$ cat src/rtl/irq_sequencer_pkg.sv
// Shared definitions for the interrupt sequencer: register map, FSM states,
// spurious vector offset and a lowest-set-bit helper.
package irq_seq_pkg;

    localparam logic [2:0] REG_MASK    = 3'd0;
    localparam logic [2:0] REG_PENDING = 3'd1;
    localparam logic [2:0] REG_INSVC   = 3'd2;
    localparam logic [2:0] REG_EOI     = 3'd3;
    localparam logic [2:0] REG_VBASE   = 3'd4;

    localparam logic [7:0] SPUR_OFFSET = 8'd16;

    typedef enum logic [1:0] {
        IDLE   = 2'd0,
        ASSERT = 2'd1,
        ACK    = 2'd2
    } state_t;

    typedef struct packed {
        logic       found;
        logic [2:0] idx;
    } pick_t;

    // Index 0 is the highest priority, so the lowest set bit wins.
    function automatic pick_t lowest_set(input logic [7:0] v);
        pick_t p;
        p.found = 1'b0;
        p.idx   = 3'd0;
        for (int i = 7; i >= 0; i--) begin
            if (v[i]) begin
                p.found = 1'b1;
                p.idx   = 3'(i);
            end
        end
        return p;
    endfunction

endpackage

$ cat src/rtl/irq_sequencer_if.sv
// Bus bundle between peripherals/CPU (master side) and the interrupt
// sequencer (slave side).
interface irq_sequencer_if #(
    parameter int NUM_IRQ = 8
);
    logic [NUM_IRQ-1:0] irq_n;
    logic               ack_n;
    logic               int_n;
    logic [7:0]         vec;
    logic               vec_valid;
    logic [2:0]         reg_addr;
    logic               reg_wr;
    logic               reg_rd;
    logic [7:0]         reg_wdata;
    logic [7:0]         reg_rdata;

    modport master (
        output irq_n, ack_n, reg_addr, reg_wr, reg_rd, reg_wdata,
        input  int_n, vec, vec_valid, reg_rdata
    );

    modport slave (
        input  irq_n, ack_n, reg_addr, reg_wr, reg_rd, reg_wdata,
        output int_n, vec, vec_valid, reg_rdata
    );
endinterface

$ cat src/rtl/irq_sequencer_edge_sync.sv
// Per-bit 2-flop synchronizer followed by a falling-edge detector. All flops
// reset high so leaving reset never looks like a request.
module irq_edge_sync #(
    parameter int W = 8
) (
    input  logic         clk,
    input  logic         rst,
    input  logic [W-1:0] i_async_n,
    output logic [W-1:0] o_fall
);

    generate
        for (genvar gi = 0; gi < W; gi++) begin : g_bit
            logic r_meta;
            logic r_sync;
            logic r_prev;

            always_ff @(posedge clk) begin
                if (rst) begin
                    r_meta <= 1'b1;
                    r_sync <= 1'b1;
                    r_prev <= 1'b1;
                end else begin
                    r_meta <= i_async_n[gi];
                    r_sync <= r_meta;
                    r_prev <= r_sync;
                end
            end

            assign o_fall[gi] = r_prev & ~r_sync;
        end
    endgenerate

endmodule

$ cat src/rtl/irq_sequencer.sv
// Priority interrupt sequencer: pending/in-service tracking, int_n/acknowledge
// FSM and register window. IRQ_SEQ_NESTING_EN enables priority nesting.
module irq_sequencer
    import irq_seq_pkg::*;
#(
    parameter int         NUM_IRQ   = 8,
    parameter logic [7:0] VBASE_RST = 8'h00
) (
    input  logic           clk,
    input  logic           rst,
    irq_sequencer_if.slave bus
);

    localparam logic [7:0] VALID_MASK = 8'((9'd1 << NUM_IRQ) - 9'd1);

    logic [NUM_IRQ-1:0] w_fall;
    logic [7:0]         w_fall8;

    state_t     r_state, w_state_next;
    logic       r_int_n, w_int_n_next;
    logic [7:0] r_vec, w_vec_next;
    logic       r_vec_valid, w_vec_valid_next;
    logic       w_take;

    logic [7:0] r_pending, w_pending_next;
    logic [7:0] r_insvc, w_insvc_next;
    logic [7:0] r_mask;
    logic [7:0] r_vbase;
    logic [7:0] r_rdata, w_rdata_next;

    pick_t      w_ins_low;
    pick_t      w_win;
    logic [7:0] w_elig;
    logic [7:0] w_cand;
    logic [7:0] w_win_bit;
    logic [7:0] w_eoi_bit;

    irq_edge_sync #(.W(NUM_IRQ)) u_edge_sync (
        .clk       (clk),
        .rst       (rst),
        .i_async_n (bus.irq_n),
        .o_fall    (w_fall)
    );

    assign w_fall8   = 8'(w_fall);
    assign w_ins_low = lowest_set(r_insvc);
    assign w_elig    = r_pending & ~r_mask;

`ifdef IRQ_SEQ_NESTING_EN
    // Only sources strictly above the highest-priority in-service one compete.
    assign w_cand = w_ins_low.found ? (w_elig & ((8'd1 << w_ins_low.idx) - 8'd1)) : w_elig;
`else
    assign w_cand = w_ins_low.found ? 8'h00 : w_elig;
`endif

    assign w_win     = lowest_set(w_cand);
    assign w_win_bit = 8'd1 << w_win.idx;
    assign w_eoi_bit = 8'd1 << w_ins_low.idx;

    always_comb begin
        w_state_next     = r_state;
        w_int_n_next     = r_int_n;
        w_vec_next       = r_vec;
        w_vec_valid_next = r_vec_valid;
        w_take           = 1'b0;
        case (r_state)
            IDLE: begin
                w_int_n_next     = 1'b1;
                w_vec_valid_next = 1'b0;
                if (w_win.found) begin
                    w_state_next = ASSERT;
                    w_int_n_next = 1'b0;
                end
            end
            ASSERT: begin
                w_int_n_next = 1'b0;
                if (!bus.ack_n) begin
                    w_state_next     = ACK;
                    w_int_n_next     = 1'b1;
                    w_vec_valid_next = 1'b1;
                    // Winner is re-evaluated here; it may have vanished since int_n fell.
                    if (w_win.found) begin
                        w_take     = 1'b1;
                        w_vec_next = r_vbase + {4'd0, w_win.idx, 1'b0};
                    end else begin
                        w_vec_next = r_vbase + SPUR_OFFSET;
                    end
                end
            end
            ACK: begin
                w_int_n_next     = 1'b1;
                w_vec_valid_next = 1'b1;
                if (bus.ack_n) begin
                    w_state_next     = IDLE;
                    w_vec_valid_next = 1'b0;
                end
            end
            default: begin
                w_state_next = IDLE;
            end
        endcase
    end

    always_ff @(posedge clk) begin
        if (rst) begin
            r_state     <= IDLE;
            r_int_n     <= 1'b1;
            r_vec       <= 8'h00;
            r_vec_valid <= 1'b0;
        end else begin
            r_state     <= w_state_next;
            r_int_n     <= w_int_n_next;
            r_vec       <= w_vec_next;
            r_vec_valid <= w_vec_valid_next;
        end
    end

    // Ordering encodes precedence: w1c < edge set < acknowledge clear.
    always_comb begin
        w_pending_next = r_pending;
        if (bus.reg_wr && (bus.reg_addr == REG_PENDING)) begin
            w_pending_next = w_pending_next & ~bus.reg_wdata;
        end
        w_pending_next = w_pending_next | w_fall8;
        if (w_take) begin
            w_pending_next = w_pending_next & ~w_win_bit;
        end
        w_pending_next = w_pending_next & VALID_MASK;

        w_insvc_next = r_insvc;
        if (bus.reg_wr && (bus.reg_addr == REG_EOI) && w_ins_low.found) begin
            w_insvc_next = w_insvc_next & ~w_eoi_bit;
        end
        if (w_take) begin
            w_insvc_next = w_insvc_next | w_win_bit;
        end
    end

    always_comb begin
        w_rdata_next = r_rdata;
        if (bus.reg_rd) begin
            case (bus.reg_addr)
                REG_MASK:    w_rdata_next = r_mask;
                REG_PENDING: w_rdata_next = r_pending;
                REG_INSVC:   w_rdata_next = r_insvc;
                REG_VBASE:   w_rdata_next = r_vbase;
                default:     w_rdata_next = 8'h00;
            endcase
        end
    end

    always_ff @(posedge clk) begin
        if (rst) begin
            r_pending <= 8'h00;
            r_insvc   <= 8'h00;
            r_mask    <= VALID_MASK;
            r_vbase   <= VBASE_RST;
            r_rdata   <= 8'h00;
        end else begin
            r_pending <= w_pending_next;
            r_insvc   <= w_insvc_next;
            r_rdata   <= w_rdata_next;
            if (bus.reg_wr && (bus.reg_addr == REG_MASK)) begin
                r_mask <= bus.reg_wdata & VALID_MASK;
            end
            if (bus.reg_wr && (bus.reg_addr == REG_VBASE)) begin
                r_vbase <= bus.reg_wdata;
            end
        end
    end

    assign bus.int_n     = r_int_n;
    assign bus.vec       = r_vec;
    assign bus.vec_valid = r_vec_valid;
    assign bus.reg_rdata = r_rdata;

endmodule

$ cat src/flat_wrapper.sv
// flat-port wrapper written by rule: the top's interface ports become plain ports
module irq_sequencer_flat import irq_seq_pkg::*;
#(
    parameter int         NUM_IRQ   = 8,
    parameter logic [7:0] VBASE_RST = 8'h00
)
  (clk, rst, bus_irq_n, bus_ack_n, bus_reg_addr, bus_reg_wr, bus_reg_rd, bus_reg_wdata, bus_int_n, bus_vec, bus_vec_valid, bus_reg_rdata);
  irq_sequencer_if #(.NUM_IRQ(NUM_IRQ)) bus_i ();
  input  logic clk;
  input  logic rst;
  input wire logic [$bits(bus_i.irq_n)-1:0] bus_irq_n;
  input wire logic [$bits(bus_i.ack_n)-1:0] bus_ack_n;
  input wire logic [$bits(bus_i.reg_addr)-1:0] bus_reg_addr;
  input wire logic [$bits(bus_i.reg_wr)-1:0] bus_reg_wr;
  input wire logic [$bits(bus_i.reg_rd)-1:0] bus_reg_rd;
  input wire logic [$bits(bus_i.reg_wdata)-1:0] bus_reg_wdata;
  output wire logic [$bits(bus_i.int_n)-1:0] bus_int_n;
  output wire logic [$bits(bus_i.vec)-1:0] bus_vec;
  output wire logic [$bits(bus_i.vec_valid)-1:0] bus_vec_valid;
  output wire logic [$bits(bus_i.reg_rdata)-1:0] bus_reg_rdata;
  assign bus_i.irq_n = bus_irq_n;
  assign bus_i.ack_n = bus_ack_n;
  assign bus_i.reg_addr = bus_reg_addr;
  assign bus_i.reg_wr = bus_reg_wr;
  assign bus_i.reg_rd = bus_reg_rd;
  assign bus_i.reg_wdata = bus_reg_wdata;
  assign bus_int_n = bus_i.int_n;
  assign bus_vec = bus_i.vec;
  assign bus_vec_valid = bus_i.vec_valid;
  assign bus_reg_rdata = bus_i.reg_rdata;
  irq_sequencer #(.NUM_IRQ(NUM_IRQ), .VBASE_RST(VBASE_RST)) u_core (.clk(clk), .rst(rst), .bus(bus_i));
endmodule
$ cat config.mk
export PLATFORM = sky130hd
export DESIGN_NAME = irq_sequencer_flat
export DESIGN_NICKNAME = d
export VERILOG_FILES = /design/src/rtl/irq_sequencer_pkg.sv /design/src/rtl/irq_sequencer_if.sv /design/src/rtl/irq_sequencer_edge_sync.sv /design/src/rtl/irq_sequencer.sv /design/src/flat_wrapper.sv
export SDC_FILE = /design/constraint.sdc
export NUM_CORES = 1
export LEC_CHECK = 0
export BUFFER_PORTS_ARGS = -buffer_cell sky130_fd_sc_hd__clkbuf_2
export CAP_MARGIN = 20
export CELL_PAD_IN_SITES_DETAIL_PLACEMENT = 0
export CELL_PAD_IN_SITES_GLOBAL_PLACEMENT = 1
export CORE_MARGIN = 2
export CORE_UTILIZATION = 25
export CTS_CLUSTER_DIAMETER = 150
export DETAILED_ROUTE_END_ITERATION = 16
export PLACE_DENSITY_LB_ADDON = 0.08
export SYNTH_ARGS = -nofsm -noshare
export SYNTH_HDL_FRONTEND = slang
export SYNTH_SLANG_ARGS = --single-unit
$ cat constraint.sdc
create_clock -name clk -period 7.95 [get_ports clk]
set_input_delay 0 -clock clk [delete_from_list [all_inputs] [get_ports clk]]
set_output_delay 0 -clock clk [all_outputs]
set_load 0.02 [all_outputs]
==> impl_metrics.ini, run 1 <==
[synthesis]
synth_edf_count = 0
synthDistinctLibCells = 57
yosysSeqAreaShare = 0.429
synth_fp_nets = 424
postSynthCellCount = 391
synth_ff_type = dfxtp_1
synth_seq_cells = 76
yosysTopAreaCellShare = 0.429
async_flop_share = 0
synth_common_cells = 76 x dfxtp_1, 38 x nor2_1, 33 x a21oi_1
avgSynthCellArea_um2 = 9.07
synth_warnings = 0
synth_most_common_cell = dfxtp_1
yosys.area.top_type = dfxtp_1
synthesis.area_um2 = 3550
synthTopCellsByArea = dfxtp_1 43%, mux2i_1 5.4%, a21oi_1 4.7%

[critical_path]
crit_arrival_ns = 3.15
worst_setup_path_end_kind = register
critical_path_class = register to register
reg2reg_slack_ns = 5.09
worst_path_largest_cell_delay_ns = 0.50
worst-path-buf-inv = 0
reg2reg_depth = 10
cp_top_family = simple AND/OR/NAND/NOR gates
worst_path_max_delay_cell = or4b_1
path_max_fanout = 6
rr_endpoint = u_core.bus.vec[6]
critPathLaunchType = register
crit_required_ns = 8.23
r2r-start = u_core.r_insvc[6]
startpoint = u_core.r_insvc[6]
cp_cell_sequence = nor4_1, and2_1, nand3_1, a21oi_1, ha_1, a21o_1, a21oi_1, o211ai_1, or4b_1, nand3_1

[final_layout]
fin_area_um2 = 4350
fin_cells = 626
register_area_um2 = 1520
fillers = 1521
final_nets = 474
synthToLayoutAreaGrowth_pct = 22.5
multi_input_area_um2 = 1900
drive_above_1_share = 0.200
diodes = 0

[timing]
relSlewSlack = 0.262
setup_viol = 0
rsz0062_at_grt = false
layout_min_cycle_time_ns = 2.86
hold_viol_final = 0
finalSetupTns_ns = 0
final-max-slew-violation-count = 0
min_period_over_period = 0.360
fin_worst_skew_ns = 0.00912
max_freq_mhz = 349
worst_pin_slew_ns = 1.10
fin_ws_ns = 5.09

[floorplan]
rows = 43
die_x_um = 123
die_h_um = 123
boundaryPins = 42
coreArea_um2 = 13900
fp.dieArea_um2 = 15200
initial_core_util = 0.255

[global_routing]
grt_pass1_wl_um = 15900
first_global_vias = 2859
grt_max_degree = 84
grt.overflow.total = 0
track_usage = 0.141
grt_antenna_before_repair = 0

[clocking]
numClockSinks = 76
clk_path_buf_depth = 2
cts_repair_resize_count = 0
clkLatencyLatePin_ns = 0.34
numCtsBuffers = 9
cts_tree = built
cts_setup_buffers = 0
clk_pin_slew_ns = 0.06
root_buffer = clkbuf_16
hold_buffers = 16
cts_max_level = 3

[power]
power_density_nw_per_um2 = 196
finalPower_uw = 853
irDropWorstVdd_mv = 0.0948
leakage_nw = 1.68

[hold_path]
hp-start = bus_reg_rd
holdPathStages = 2
min_path_type = input port to register
holdPathEnd = u_core.bus.reg_rdata[0]

[run]
drv_cap = 0

[placed_design]
placed_cells = 593
gp_congestion = 0.833
dp_slack_ns = 5.10
dpl_cell_area_um2 = 3910
io_buffers = 41
dp_hpwl_um = 6910

[drt]
dr.pass1.iters = 4
drtIter0Drc = 114
wl_per_cell_um = 15.9
route.vias.total = 2929
drc = 0
drtAntennaViolNets = 0
wl_um = 9960
avgViaCountPerCell = 4.68

[status]
status = completed
-- per-layer routing --
| layer | up-vias | GRT usage | wire [µm] |
|---|---|---|---|
| met3 | 14 | 0.0272 | 256 |
| met1 | 1384 | 0.200 | 5300 |
| met5 | - | 0 | 0 |
| met2 | 38 | 0.208 | 4230 |
| li1 | 1493 | - | - |
| met4 | 0 | 0.0597 | 177 |
-- power breakdown --
part | internal (mW) | switching (mW)
combinational | 0.0354 | 0.0435
sequential | 0.394 | 0.00831
clock | 0.210 | 0.162
total | 0.639 | 0.214
-- area by class of cell --
| type | count | area share |
|---|---|---|
| clock buffers | 11 | 0.0536 |
| multi-input cells | 283 | 0.437 |
| repair buffers | 61 | 0.0919 |
| clock inverters | 5 | 0.00662 |
| well taps | 180 | 0.0518 |
| inverters | 10 | 0.00864 |
| flip-flops and latches | 76 | 0.350 |
-- cells by family (layout without fill, tap and decap cells) --
kind of cell | after synthesis | after routing | share of synthesized area
AND/OR/NAND/NOR | 151 | 151 | 0.236
AO/OA/AOI/OAI | 101 | 101 | 0.199
flip-flops | 76 | 76 | 0.429
buffers and inverters | 32 | 87 | 0.0392
multiplexers | 21 | 21 | 0.0600
adder cells (fa/ha/maj) | 9 | 9 | 0.0339
XOR/XNOR | 1 | 1 | 0.00247
-- state kept, by name (all words and copies together) (netlist names) --
register	flops
u_core.u_edge_sync.g_bit.r_prev	8
u_core.r_mask	8
u_core.r_insvc	8
u_core.u_edge_sync.g_bit.r_sync	8
u_core.r_state	2
u_core.bus.vec	8
u_core.r_pending	8
u_core.u_edge_sync.g_bit.r_meta	8
u_core.bus.vec_valid	1
u_core.bus.int_n	1
u_core.r_vbase	8
u_core.bus.reg_rdata	8
-- per-stage QoR --
stage                util  hold WS [ns]
floorplan               -         0.104
global placement    0.282         0.184
detailed placement  0.282         0.184
CTS                 0.312        0.0712
global route        0.313         0.107
finish              0.313        0.0849
-- cells in the final DEF, fill, tap and decap left out, drive strengths merged, types with 9 or more instances in the layout --
master       netlist  final
a211o              9      9
a211oi            17     17
a21oi             33     33
clkbuf            14     52
dfxtp             76     76
dlygate4sd3        0     16
inv               10     10
mux2i             19     19
nand2             25     25
nor2              38     38
nor2b             24     24
o21ai             13     13
or2               26     26
-- worst max-delay path by stage --
stage                        end  depth (start not counted)
3_5_place_dp   u_core.bus.vec[6]                         10
4_1_cts        u_core.bus.vec[6]                         10
6_report       u_core.bus.vec[6]                         10
5_1_grt        u_core.bus.vec[6]                         10
3_3_place_gp   u_core.bus.vec[6]                         10
2_1_floorplan  u_core.bus.vec[6]                         11
Power figures use the tool's default switching activity.
==> run 2, diff against run 1 <==
==> constraint.sdc (replaced) <==
create_clock -name clk -period 2.5 [get_ports clk]
set_input_delay 0 -clock clk [delete_from_list [all_inputs] [get_ports clk]]
set_output_delay 0 -clock clk [all_outputs]
set_load 0.02 [all_outputs]
==> impl_metrics.ini, run 2 (synthesis results as in run 1) <==
[power]
leakage_nw = 1.89
irDropWorstVdd_mv = 0.423
power_density_nw_per_um2 = 619

[critical_path]
path_max_fanout = 2
critical_path_class = register to register
reg2reg_slack_ns = 0.12
worst_setup_path_end_kind = register
crit_required_ns = 2.78
crit_arrival_ns = 2.66
critPathLaunchType = register

[drt]
drtIter0Drc = 140
dr.pass1.iters = 4
avgViaCountPerCell = 4.64
route.vias.total = 3064
drc = 0
wl_um = 10400
wl_per_cell_um = 15.7
drtAntennaViolNets = 0

[floorplan]
boundaryPins = 42
die_x_um = 123
die_h_um = 123
rows = 43
fp.dieArea_um2 = 15200
coreArea_um2 = 13900
initial_core_util = 0.255

[clocking]
clk_path_buf_depth = 2
root_buffer = clkbuf_16
clkLatencyLatePin_ns = 0.34
cts_max_level = 3
clk_pin_slew_ns = 0.06
cts_tree = built
numClockSinks = 76
numCtsBuffers = 9

[global_routing]
track_usage = 0.144
grt_pass1_wl_um = 16100
gr-usage-met3 = 0.0475
grt_max_degree = 35
grt_util_met1 = 0.190
use_met2 = 0.227
grt.overflow.total = 0
grt_antenna_before_repair = 0
grt_most_used_layer = met2
first_global_vias = 2949

[timing]
setup_viol = 0
max_freq_mhz = 420
fin_worst_skew_ns = 0.00301
finalSetupTns_ns = 0
hold_viol_final = 0
min_period_over_period = 0.951
layout_min_cycle_time_ns = 2.38
relSlewSlack = 0.610
worst_pin_slew_ns = 0.584
final-max-slew-violation-count = 0

[final_layout]
final_common_cell = dfxtp_1
fin_cells = 660
register_area_um2 = 1520
multi_input_area_um2 = 1950
final_cell_mix = 76 x dfxtp_1, 41 x clkbuf_2, 39 x buf_4
fillers = 1469
diodes = 0
final_nets = 509
synthToLayoutAreaGrowth_pct = 32.5
drive_above_1_share = 0.281

[run]
drv_cap = 0

[status]
status = completed

[hold_path]
min_path_type = input port to register

[placed_design]
gp_congestion = 0.759
placed_cells = 627
dp_hpwl_um = 7590
io_buffers = 41
run 2: layout make-up:
| type | instances | area share |
|---|---|---|
| inverters | 10 | 0.00799 |
| clock buffers | 10 | 0.0487 |
| clock inverters | 5 | 0.0165 |
| well taps | 180 | 0.0479 |
| repair buffers | 96 | 0.140 |
| flip-flops and latches | 76 | 0.324 |
| multi-input cells | 283 | 0.415 |
run 2: final timing paths:
path | startpoint | endpoint | cells after the start
hold / removal | bus_reg_rd | u_core.bus.reg_rdata[5] | 2
hold reg to reg | u_core.u_edge_sync.g_bit[3].r_meta | u_core.u_edge_sync.g_bit[3].r_sync | 1
setup / recovery | u_core.r_insvc[0] | u_core.bus.vec[6] | 10
setup reg to reg | u_core.r_insvc[0] | u_core.bus.vec[6] | 10
run 2: layer usage:
metal / vias up / share of wire
met4: 0 / 0.0098
met1: 1438 / 0.49
met3: 7 / 0.053
li1: 1565 / -
met2: 54 / 0.45
met5: - / 0
run 2: report_power, final:
part / internal, mW / total [mW] / leakage, nW / switching [mW]
Combinational: 0.126 / 0.270 / 1.12 / 0.144
Clock: 0.864 / 1.36 / 0.148 / 0.498
Sequential: 1.25 / 1.28 / 0.621 / 0.0243
Total: 2.24 / 2.91 / 1.89 / 0.666
run 2: critical path: stages (launching register included):
cell	delay [ns]
dfxtp_1	0.34
nor4_4	0.32
and2_4	0.20
nand3_1	0.10
a21oi_2	0.14
ha_1	0.24
a21o_1	0.17
a21oi_1	0.13
o211ai_1	0.11
or4b_1	0.47
nand3_1	0.09
run 2: metrics by stage:
step	setup WS, ns	total power [mW]	util	cell area [µm²]	hold WS [ns]
6_report	0.122	2.91	0.338	4700	0.0780
5_1_grt	-0.0328	3.04	0.338	4700	0.124
4_1_cts	0.00797	2.96	0.334	4630	0.0690
3_5_place_dp	-0.0114	1.55	0.299	4160	0.184
3_3_place_gp	0.0253	1.55	0.299	4160	0.183
2_1_floorplan	0.0466	1.46	-	3550	0.104
run 2: timing repair:
| action | 4_1_cts | 5_1_grt |
|---|---|---|
| gates resized for setup | 3 | 10 |
| hold buffers | 16 | 0 |
| endpoints found under the hold margin | 24 | 0 |
| setup buffers | 0 | 2 |
| pin swaps | 0 | 8 |
| endpoints found under the setup margin | 2 | 5 |
==> run 3, diff against run 2 <==
--- a/config.mk
+++ b/config.mk
@@ -5,7 +5,8 @@
 export SDC_FILE = /design/constraint.sdc
 export NUM_CORES = 1
 export LEC_CHECK = 0
-export BUFFER_PORTS_ARGS = -buffer_cell sky130_fd_sc_hd__clkbuf_2
+export ABC_AREA = 1
+export BUFFER_PORTS_ARGS = -buffer_cell sky130_fd_sc_hd__buf_2
 export CAP_MARGIN = 20
 export CELL_PAD_IN_SITES_DETAIL_PLACEMENT = 0
 export CELL_PAD_IN_SITES_GLOBAL_PLACEMENT = 1
==> impl_metrics.ini, run 3 <==
[clocking]
root_buffer = clkbuf_16
cts_max_level = 3
numCtsBuffers = 9
cts_tree = built
clk_pin_slew_ns = 0.07
clk_path_buf_depth = 2
numClockSinks = 76
clkLatencyLatePin_ns = 0.35

[synthesis]
synth_ff_type = dfxtp_1
synthDistinctLibCells = 38
synth_common_cells = 79 x nand2_1, 76 x dfxtp_1, 62 x inv_1
yosysTopAreaCellShare = 0.440
synth_most_common_cell = nand2_1
async_flop_share = 0
synthesis.area_um2 = 3460
synth_seq_cells = 76
yosysSeqAreaShare = 0.440
yosys.area.top_type = dfxtp_1
synth_fp_nets = 481
synth_edf_count = 0
synth_warnings = 0
postSynthCellCount = 448
synthTopCellsByArea = dfxtp_1 44%, nand2_1 8.6%, inv_1 6.7%
avgSynthCellArea_um2 = 7.72

[final_layout]
diodes = 0
multi_input_area_um2 = 1700
synthToLayoutAreaGrowth_pct = 31.2
final_nets = 556
register_area_um2 = 1530
final_common_cell = nand2_1
final_cell_mix = 78 x nand2_1, 69 x dfxtp_1, 62 x inv_1
drive_above_1_share = 0.244
fillers = 1463
fin_area_um2 = 4540

[timing]
setup_viol = 0
min_period_over_period = 0.930
layout_min_cycle_time_ns = 2.33
worst_pin_slew_ns = 0.586
fin_ws_ns = 0.175
fin_worst_skew_ns = 0.00938
finalSetupTns_ns = 0
max_freq_mhz = 430
relSlewSlack = 0.608
hold_viol_final = 0
final-max-slew-violation-count = 0

[drt]
drc = 0
route.vias.total = 3102
drtIter0Drc = 123
wl_per_cell_um = 13.9
dr.pass1.iters = 4
wl_um = 9800
avgViaCountPerCell = 4.41
drtAntennaViolNets = 0

[hold_path]
min_path_type = input port to register
hp-start = bus_reg_addr[0]

[critical_path]
cp_top_family = compound AO/OA/AOI/OAI gates
path_max_fanout = 6
critPathLaunchType = register
crit_required_ns = 2.74
r2r-start = u_core.r_insvc[2]
cp_cell_sequence = nor2_4, nand2_2, nor2_4, buf_6, buf_12, nand3_2, a21boi_4, ha_1, a31oi_1, o21ai_2, nand2_1, nand2_1, o21ai_0, inv_1
startpoint = u_core.r_insvc[2]
critical_path_class = register to register
worst-path-buf-inv = 3
worst_path_largest_cell_delay_ns = 0.34
worst_path_max_delay_cell = dfxtp_2
crit_arrival_ns = 2.56
worst_setup_path_end_kind = register

[power]
power_density_nw_per_um2 = 680
leakage_nw = 1.98
irDropWorstVdd_mv = 0.445

[global_routing]
first_global_vias = 2903
grt_antenna_before_repair = 0
grt_pass1_wl_um = 15700
grt_max_degree = 46
grt.overflow.total = 0
track_usage = 0.142

[floorplan]
rows = 42
boundaryPins = 42
coreArea_um2 = 13400
initial_core_util = 0.258
die_h_um = 122
die_x_um = 122
fp.dieArea_um2 = 14800

[status]
status = completed

[placed_design]
dp_hpwl_um = 7400
dp_slack_ns = -0.00426
dpl_cell_area_um2 = 3930
io_buffers = 41
gp_congestion = 0.842

[run]
drv_cap = 0
[run 3: per-layer routing]
metal,GRT usage,wire length (µm),up-vias
met5,0,0,-
li1,-,-,1630
met2,0.228,4630,61
met3,0.0412,409,13
met1,0.179,4540,1398
met4,0.0589,213,0
[run 3: report_power, final]
| group | total (mW) | internal [mW] | switching [mW] |
|---|---|---|---|
| registers | 1.31 | 1.28 | 0.0320 |
| logic | 0.426 | 0.167 | 0.260 |
| clock network | 1.35 | 0.787 | 0.563 |
| total | 3.08 | 2.23 | 0.855 |
[run 3: final timing paths]
check,slack (ns),cells after the start,endpoint
min reg2reg,0.41,1,u_core.u_edge_sync.g_bit[2].r_sync
min,0.12,4,u_core.r_insvc[3]
max,0.17,14,u_core.bus.vec[4]
max reg2reg,0.17,14,u_core.bus.vec[4]
[run 3: cell families (layout without fill, tap and decap cells)]
logic type	Yosys count	after routing	synth area share
simple gates	166	166	0.234
compound gates	118	118	0.199
buf+inv	77	157	0.0875
flops	76	76	0.440
fa+ha+maj	9	9	0.0347
xor+xnor	2	2	0.00506
[run 3: through the flow]
step	hold slack, ns	power [mW]	util	instances
after floorplan	0.104	1.61	-	448
after global placement	0.183	1.74	0.293	666
after detailed placement	0.184	1.74	0.293	666
after CTS	0.123	3.14	0.330	700
after global routing	0.181	3.25	0.339	704
final	0.124	3.08	0.339	704
[run 3: tightest hold or removal path, cell delays in order]
cell and delay [ns]:
buf_2 0.12, nand4_1 0.11, o21ai_0 0.09, a21oi_1 0.12
[run 3: timing repair]
item	CTS	global route
buffers inserted	0	4
setup endpoints to repair	2	6
hold buffers	18	0
pin swaps	0	8
resized for setup	1	23
endpoints found under the hold margin	22	0
[run 3: area by class of cell]
class                           count  area share
Multi-Input combinational cell    295       0.375
Sequential cell                    76       0.338
Timing Repair Buffer               76       0.117
Inverter                           65      0.0549
Clock buffer                        9      0.0496
Tap cell                          176      0.0485
Clock inverter                      7      0.0179
